File: src/rtl/fsk_tx_param.sv
// Binary FSK transmitter: serialises DATA_W-bit words LSB-first as square-wave tones,
// BIT_CYCLES clocks per bit, with continuous output phase across bit boundaries.
module fsk_tx_param #(
  parameter int DATA_W     = 8,
  parameter int BIT_CYCLES = 16,
  parameter int HALF0      = 1,
  parameter int HALF1      = 2,
  parameter int IDLE_TONE  = 0
) (
  input  logic              clk,
  input  logic              rst_n,
  input  logic [DATA_W-1:0] tx_data,
  input  logic              tx_valid,
  output logic              tx_ready,
  output logic              fsk_out,
  output logic              tx_active,
  output logic              tx_done
);

  localparam int HALF_MAX = (HALF0 > HALF1) ? HALF0 : HALF1;
  localparam int CNT_W    = (BIT_CYCLES > 1) ? $clog2(BIT_CYCLES) : 1;
  localparam int IDX_W    = (DATA_W > 1)     ? $clog2(DATA_W)     : 1;
  localparam int HALF_W   = (HALF_MAX > 1)   ? $clog2(HALF_MAX)   : 1;

  localparam logic [CNT_W-1:0]  CNT_LAST = CNT_W'(BIT_CYCLES - 1);
  localparam logic [IDX_W-1:0]  IDX_LAST = IDX_W'(DATA_W - 1);
  localparam logic [HALF_W-1:0] H0_LAST  = HALF_W'(HALF0 - 1);
  localparam logic [HALF_W-1:0] H1_LAST  = HALF_W'(HALF1 - 1);

  typedef enum logic [0:0] {
    ST_IDLE = 1'b0,
    ST_SEND = 1'b1
  } state_e;

  state_e              state_q,   state_d;
  logic [DATA_W-1:0]   shift_q,   shift_d;
  logic [CNT_W-1:0]    bit_cnt_q, bit_cnt_d;
  logic [IDX_W-1:0]    bit_idx_q, bit_idx_d;
  logic [HALF_W-1:0]   half_q,    half_d;
  logic                fsk_q,     fsk_d;
  logic                done_q,    done_d;

  logic                bit_last_s;
  logic                word_last_s;
  logic                accept_s;
  logic [HALF_W-1:0]   h_last_s;

  assign bit_last_s  = (bit_cnt_q == CNT_LAST);
  assign word_last_s = (state_q == ST_SEND) && bit_last_s && (bit_idx_q == IDX_LAST);
  assign tx_ready    = (state_q == ST_IDLE) || word_last_s;
  assign accept_s    = tx_valid && tx_ready;
  assign h_last_s    = shift_q[0] ? H1_LAST : H0_LAST;

  assign fsk_out   = fsk_q;
  assign tx_done   = done_q;
  assign tx_active = (state_q == ST_SEND);

  // Next-state logic: tone generation, bit/word sequencing and word load on accept
  always_comb begin
    state_d   = state_q;
    shift_d   = shift_q;
    bit_cnt_d = bit_cnt_q;
    bit_idx_d = bit_idx_q;
    half_d    = half_q;
    fsk_d     = fsk_q;
    done_d    = 1'b0;

    case (state_q)
      ST_IDLE: begin
        if (IDLE_TONE != 0) begin
          if (half_q == H1_LAST) begin
            fsk_d  = ~fsk_q;
            half_d = {HALF_W{1'b0}};
          end else begin
            half_d = half_q + HALF_W'(1);
          end
        end else begin
          fsk_d  = 1'b0;
          half_d = {HALF_W{1'b0}};
        end
      end
      ST_SEND: begin
        if (half_q == h_last_s) begin
          fsk_d  = ~fsk_q;
          half_d = {HALF_W{1'b0}};
        end else begin
          half_d = half_q + HALF_W'(1);
        end
        // Output level carries over bit boundaries; only the half-period counter restarts
        if (bit_last_s) begin
          bit_cnt_d = {CNT_W{1'b0}};
          half_d    = {HALF_W{1'b0}};
          shift_d   = shift_q >> 1;
          if (bit_idx_q == IDX_LAST) begin
            bit_idx_d = {IDX_W{1'b0}};
            state_d   = ST_IDLE;
            done_d    = 1'b1;
            if (IDLE_TONE == 0) begin
              fsk_d = 1'b0;
            end else begin
              fsk_d = fsk_d;
            end
          end else begin
            bit_idx_d = bit_idx_q + IDX_W'(1);
          end
        end else begin
          bit_cnt_d = bit_cnt_q + CNT_W'(1);
        end
      end
      default: begin
        state_d = ST_IDLE;
      end
    endcase

    if (accept_s) begin
      shift_d   = tx_data;
      bit_cnt_d = {CNT_W{1'b0}};
      bit_idx_d = {IDX_W{1'b0}};
      half_d    = {HALF_W{1'b0}};
      fsk_d     = 1'b1;
      state_d   = ST_SEND;
    end else begin
      state_d = state_d;
    end
  end

  // State and datapath registers with synchronous active-low reset
  always_ff @(posedge clk) begin
    if (!rst_n) begin
      state_q   <= ST_IDLE;
      shift_q   <= {DATA_W{1'b0}};
      bit_cnt_q <= {CNT_W{1'b0}};
      bit_idx_q <= {IDX_W{1'b0}};
      half_q    <= {HALF_W{1'b0}};
      fsk_q     <= 1'b0;
      done_q    <= 1'b0;
    end else begin
      state_q   <= state_d;
      shift_q   <= shift_d;
      bit_cnt_q <= bit_cnt_d;
      bit_idx_q <= bit_idx_d;
      half_q    <= half_d;
      fsk_q     <= fsk_d;
      done_q    <= done_d;
    end
  end

endmodule

File: config.mk
export PLATFORM = sky130hd
export DESIGN_NAME = fsk_tx_param
export DESIGN_NICKNAME = d
export VERILOG_FILES = /design/src/rtl/fsk_tx_param.sv
export SDC_FILE = /design/constraint.sdc
export NUM_CORES = 1
export LEC_CHECK = 0
export CAP_MARGIN = 20
export CORE_MARGIN = 1
export CORE_UTILIZATION = 35
export DETAILED_ROUTE_END_ITERATION = 7
export GPL_TIMING_DRIVEN = 0
export HOLD_SLACK_MARGIN = 0.03
export PLACE_DENSITY = 0.54
export SLEW_MARGIN = 20
export SYNTH_ARGS = -nofsm -noshare
export SYNTH_HDL_FRONTEND = slang
export SYNTH_SLANG_ARGS = --single-unit
File: constraint.sdc
create_clock -name clk -period 1.9 [get_ports clk]
set_input_delay 0.475 -clock clk [delete_from_list [all_inputs] [get_ports clk]]
set_output_delay 0.475 -clock clk [all_outputs]
set_load 0.005 [all_outputs]
== Word level (Yosys, flattened, before mapping) ==
Index checks and enable logic that the tools add are counted.

* Input port bits: 11
* Output and inout bits: 4
* Bits in registers: 19
* Logic and storage cells: 45

* Reduce and logical (&&, ||, !) cells: 10
* Add/subtract/negate cells: 3
* Muxes and demuxes: 19
* Eq/ne operators: 3
* Bitwise operators: 3

{| class="wikitable"
|+ Operators with widths
! kind !! count
|-
| $mux W8 || 3
|-
| $mux W1 || 12
|-
| $add A4 B1 Y4 const B || 1
|-
| $eq A4 B4 Y1 const B || 1
|-
| $mux W4 || 1
|-
| $pmux W1 S2 || 2
|-
| $reduce_and A2 Y1 || 2
|-
| $reduce_bool A2 Y1 || 2
|-
| $add A3 B1 Y3 const B || 1
|-
| $eq A3 B3 Y1 const B || 1
|-
| $logic_and A1 B1 Y1 || 3
|-
| $mux W3 || 1
|-
| $not A1 Y1 || 3
|-
| $reduce_and A3 Y1 || 1
|-
| $reduce_or A2 Y1 || 1
|-
| $add A1 B1 Y1 const B || 1
|-
| $eq A1 B1 Y1 || 1
|-
| $logic_or A1 B1 Y1 || 1
|}

== Depth between registers and ports, before layout ==
* Depth in word-level cells: 7
* Depth in mapped cells: 6
* Gate-level depth less buffers: 6

== Least setup slack after synthesis ==
OpenSTA, ideal clock, no wires.

* Path type: reg2reg
* Start point: reg bit_idx_q[0]
* End point: reg shift_q[0]
* Setup slack: 0.366 ns
* Required time: 1.782 ns
* Path buffers: 0
* Arrival time: 1.417 ns
* Clock period less this slack: 1.534 ns
* Stages on the path, launching flop included: 6
* Setup time: 0.118 ns
* Cells stage by stage: dfxtp_1 > ha_1 > ha_1 > and2_4 > or3_2 > o2111a_1

* Word-level cells in the longest chain between the ends: 6
* Elaborated cells on any way between the ends: 8
* Those cells by class: 1 x eq/ne; 1 x mux; 6 x reduce/logical

{| class="wikitable"
|+ RTL lines
! element !! line !! text
|-
| start, declared || 38 || <nowiki>logic [IDX_W-1:0] bit_idx_q, bit_idx_d;</nowiki>
|-
| start signal, assigned || 133 || <nowiki>bit_idx_q <= {IDX_W{1'b0}};</nowiki>
|-
| start signal, assigned || 141 || <nowiki>bit_idx_q <= bit_idx_d;</nowiki>
|-
| $eq A3 B3 Y1 * || 49 || <nowiki>assign word_last_s = (state_q == ST_SEND) && bit_last_s && (bit_idx_q == IDX_LAST);</nowiki>
|-
| $logic_and A1 B1 Y1 * || 49 ||
|-
| $logic_or A1 B1 Y1 * || 50 || <nowiki>assign tx_ready = (state_q == ST_IDLE) || word_last_s;</nowiki>
|-
| $logic_and A1 B1 Y1 * || 51 || <nowiki>assign accept_s = tx_valid && tx_ready;</nowiki>
|-
| $reduce_bool A2 Y1 (no source line) || - ||
|-
| $reduce_and A2 Y1 (no source line) || - ||
|-
| end signal, assigned || 131 || <nowiki>shift_q <= {DATA_W{1'b0}};</nowiki>
|-
| end signal, assigned || 139 || <nowiki>shift_q <= shift_d;</nowiki>
|-
| end, declared || 36 || <nowiki>logic [DATA_W-1:0] shift_q, shift_d;</nowiki>
|}

Mark *: on every way between the ends. The rest lies on a longest branch, timed or not.
A chain may end at the register's enable or synchronous reset.

== Worst setup path in the final report ==
* Start point: reg bit_idx_q[0]
* End point: out tx_ready

* Word-level cells in the longest chain between the ends: 3

{| class="wikitable"
|+ RTL lines
! element !! line !! text
|-
| $eq A3 B3 Y1 || 49 ||
|-
| $logic_and A1 B1 Y1 || 49 ||
|-
| $logic_or A1 B1 Y1 || 50 ||
|-
| end, declared || 14 || <nowiki>output logic tx_ready,</nowiki>
|}

Every way passes these cells.

==> flow_metrics.env <==
export IMPL_coreArea_mm2=0.00245
export IMPL_fin_cells=150
export IMPL_place_gp_congestion=0.757
export IMPL_final_util=0.488
export IMPL_first_global_vias=766
export IMPL_antenna_found_initial=0
export IMPL_hold_class="flop to flop"
export IMPL_grt_ovfl_total=0
export IMPL_crit_required_ns=1.42
export IMPL_synth_cell_types=31
export IMPL_final_nets=136
export IMPL_clockRootBuffer="clkbuf_4"
export IMPL_clkTransAtPathRegs_ns=0.10
export IMPL_drt_met1_wl_um=1030
export IMPL_vias=797
export IMPL_hpwl_um=1370
export IMPL_hp_start="shift_q[7]"
export IMPL_cts_tree="built"
export IMPL_syn_num_nets=112
export IMPL_p_per_area_mw_per_mm2=616
export IMPL_fin_ws_ns=0.00541
export IMPL_tightest_slew_ns=0.540
export IMPL_end_kind="primary output"
export IMPL_fmax_mhz=528
export IMPL_die_h_um=52.9
export IMPL_status="complete, no violations"
export IMPL_ys_ff_latch=19
export IMPL_htreeDepth=1
export IMPL_cts_buffer_depth=2
export IMPL_grt_max_degree=11
export IMPL_hold_viol=0
export IMPL_grt_usage=0.172
export IMPL_grt_pass1_wl_um=3530
export IMPL_wl_met2_um=954
export IMPL_highest_layer="met4"
export IMPL_n_antenna_cell=0
export IMPL_place_inst=141
export IMPL_finalMaxSlewViolations=0
export IMPL_die_w_um=52.9
export IMPL_viasPerCell=5.31
export IMPL_max_cap_violations=0
export IMPL_slew_headroom=0.640
export IMPL_period_share=0.997
export IMPL_wl_per_cell_um=13.8
export IMPL_setup_viol=0
export IMPL_rsz0062_at_grt="yes"
export IMPL_initial_core_util=0.370
export IMPL_rows=18
export IMPL_dp_slack_ns=-0.277
export IMPL_seqCellArea_um2=384
export IMPL_clock_latency_ns=0.29
export IMPL_route_met3_wl_um=79
export IMPL_mostFrequentLayoutCells="dfxtp_1 (16), or3_1 (15), clkdlybuf4s50_1 (13), nand2_1 (10), o2111a_1 (7)"
export IMPL_period_minus_slack_ns=1.89
export IMPL_drc=0
export IMPL_critical_path_startpoint="bit_idx_q[0]"
export IMPL_io_pins=15
export IMPL_synth_warnings=0
export IMPL_n_fill_cell=243
export IMPL_clock_skew_final_ns=0.00229
export IMPL_totalWireLength_um=2070
export IMPL_numCtsBuffers=3
export IMPL_worstReg2RegStart="bit_idx_q[0]"
export IMPL_place_port_buffers=14
export IMPL_critPathMaxFanout=2
export IMPL_syn_inst=97
export IMPL_multi_input_area_um2=528
export IMPL_p_leak_nw=0.449
export IMPL_final_common_cell="dfxtp_1"
export IMPL_critical_path_arrival_ns=1.42
export IMPL_area_growth_synth_to_final_pct=31.8
export IMPL_drtAntennaViolNets=0
export IMPL_critPathKind="flop to primary output"
export IMPL_seq_area_frac_synth=0.419
export IMPL_postSynthAreaPerCell_um2=9.36
export IMPL_ir_worst_vdd_mv=0.480
export IMPL_first_pass_iters=4
export IMPL_syn_area_um2=908
export IMPL_start_kind="flop"
export IMPL_die_area_mm2=0.00280
export IMPL_hold_buffers=0
export IMPL_clock_sinks=19
export IMPL_first_iter_violations=9
export IMPL_drive_gt1_frac=0.192
[power by group]
| part | total (mW) | internal (mW) | switching, mW |
|---|---|---|---|
| logic | 0.109 | 0.0651 | 0.0442 |
| clock network | 0.198 | 0.0816 | 0.117 |
| registers | 0.430 | 0.418 | 0.0129 |
| total | 0.738 | 0.564 | 0.174 |
[cell type report]
| class | instances | share of cell area |
|---|---|---|
| buffer | 4 | 0.0209 |
| clock buffer | 4 | 0.0219 |
| inverter | 4 | 0.0146 |
| multi-input combinational | 70 | 0.441 |
| sequential | 19 | 0.321 |
| tap | 30 | 0.0313 |
| timing repair buffer | 19 | 0.149 |
[timing repair]
item | CTS | global route
gates resized for setup | 13 | 4
buffers inserted | 4 | 1
endpoints found under the setup margin | 1 | 1
pin swaps | 2 | 2
hold endpoints to repair | 0 | 0
[kinds of logic (layout without fill, tap and decap cells)]
family,Yosys count,count (layout),share of synthesized area
fa+ha+maj,4,4,0.0551
xor+xnor,2,2,0.0193
flops,19,19,0.419
compound gates,22,22,0.194
simple gates,42,42,0.269
buf+inv,8,31,0.0441
[path summary, 6_finish.rpt]
kind         cells after the start         end  slack, ns
max                              6    tx_ready      0.005
min                              2  shift_q[7]       0.47
max reg2reg                      6  shift_q[0]       0.25
min reg2reg                      2  shift_q[7]       0.47
[synthesized netlist by cell type]
cell / number / area share
and2b_1: 1 / 0.0083
and3_1: 1 / 0.0069
a21oi_2: 1 / 0.0096
and2_4: 1 / 0.0096
a31oi_1: 1 / 0.0069
dfxtp_1: 19 / 0.42
xnor2_1: 1 / 0.0096
inv_1: 4 / 0.017
a21oi_1: 6 / 0.033
nand4_1: 2 / 0.014
or3_2: 1 / 0.0083
nor2_1: 2 / 0.0083
a21boi_0: 1 / 0.0083
nand2_1: 10 / 0.041
a21o_1: 1 / 0.0083
o211a_1: 1 / 0.011
clkbuf_1: 1 / 0.0041
nor2b_1: 1 / 0.0069
xor2_1: 1 / 0.0096
o221ai_1: 1 / 0.0096
ha_1: 4 / 0.055
buf_6: 1 / 0.012
and2_1: 1 / 0.0069
buf_2: 2 / 0.011
or3_1: 15 / 0.10
o32ai_1: 1 / 0.0096
nand3_1: 2 / 0.011
and4_1: 2 / 0.019
o2111a_1: 7 / 0.087
nor3b_1: 3 / 0.025
o21ai_0: 2 / 0.011
[metrics by stage]
| step | power [mW] | setup TNS, ns | instance area [µm²] | hold slack [ns] |
|---|---|---|---|---|
| 5_1_grt | 0.773 | -0.0519 | 1200 | 0.507 |
| 6_report | 0.738 | 0 | 1200 | 0.472 |
| 4_1_cts | 0.740 | -0.00758 | 1180 | 0.477 |
| 2_1_floorplan | 0.491 | 0 | 908 | 0.440 |
| 3_3_place_gp | 0.538 | -0.725 | 1090 | 0.448 |
| 3_5_place_dp | 0.539 | -0.813 | 1090 | 0.455 |
[state kept, by name, indices dropped and copies added (netlist names)]
signal and cells:
shift_q 8, fsk_out 1, bit_cnt_q 4, half_q 1
tx_active 1, bit_idx_q 3, tx_done 1
[worst max-delay path, cell delays in order, from the launching register on]
cell	delay, ns
dfxtp_2	0.37
ha_4	0.14
ha_4	0.13
nand4_1	0.15
and2_4	0.22
inv_4	0.05
buf_6	0.08
[routing by layer]
layer | up-vias | GRT usage
li1 | 409 | -
met1 | 371 | 0.231
met2 | 15 | 0.270
met3 | 2 | 0.0287
met4 | 0 | 0.0658
met5 | - | 0
(Power assumes the default switching activity.)
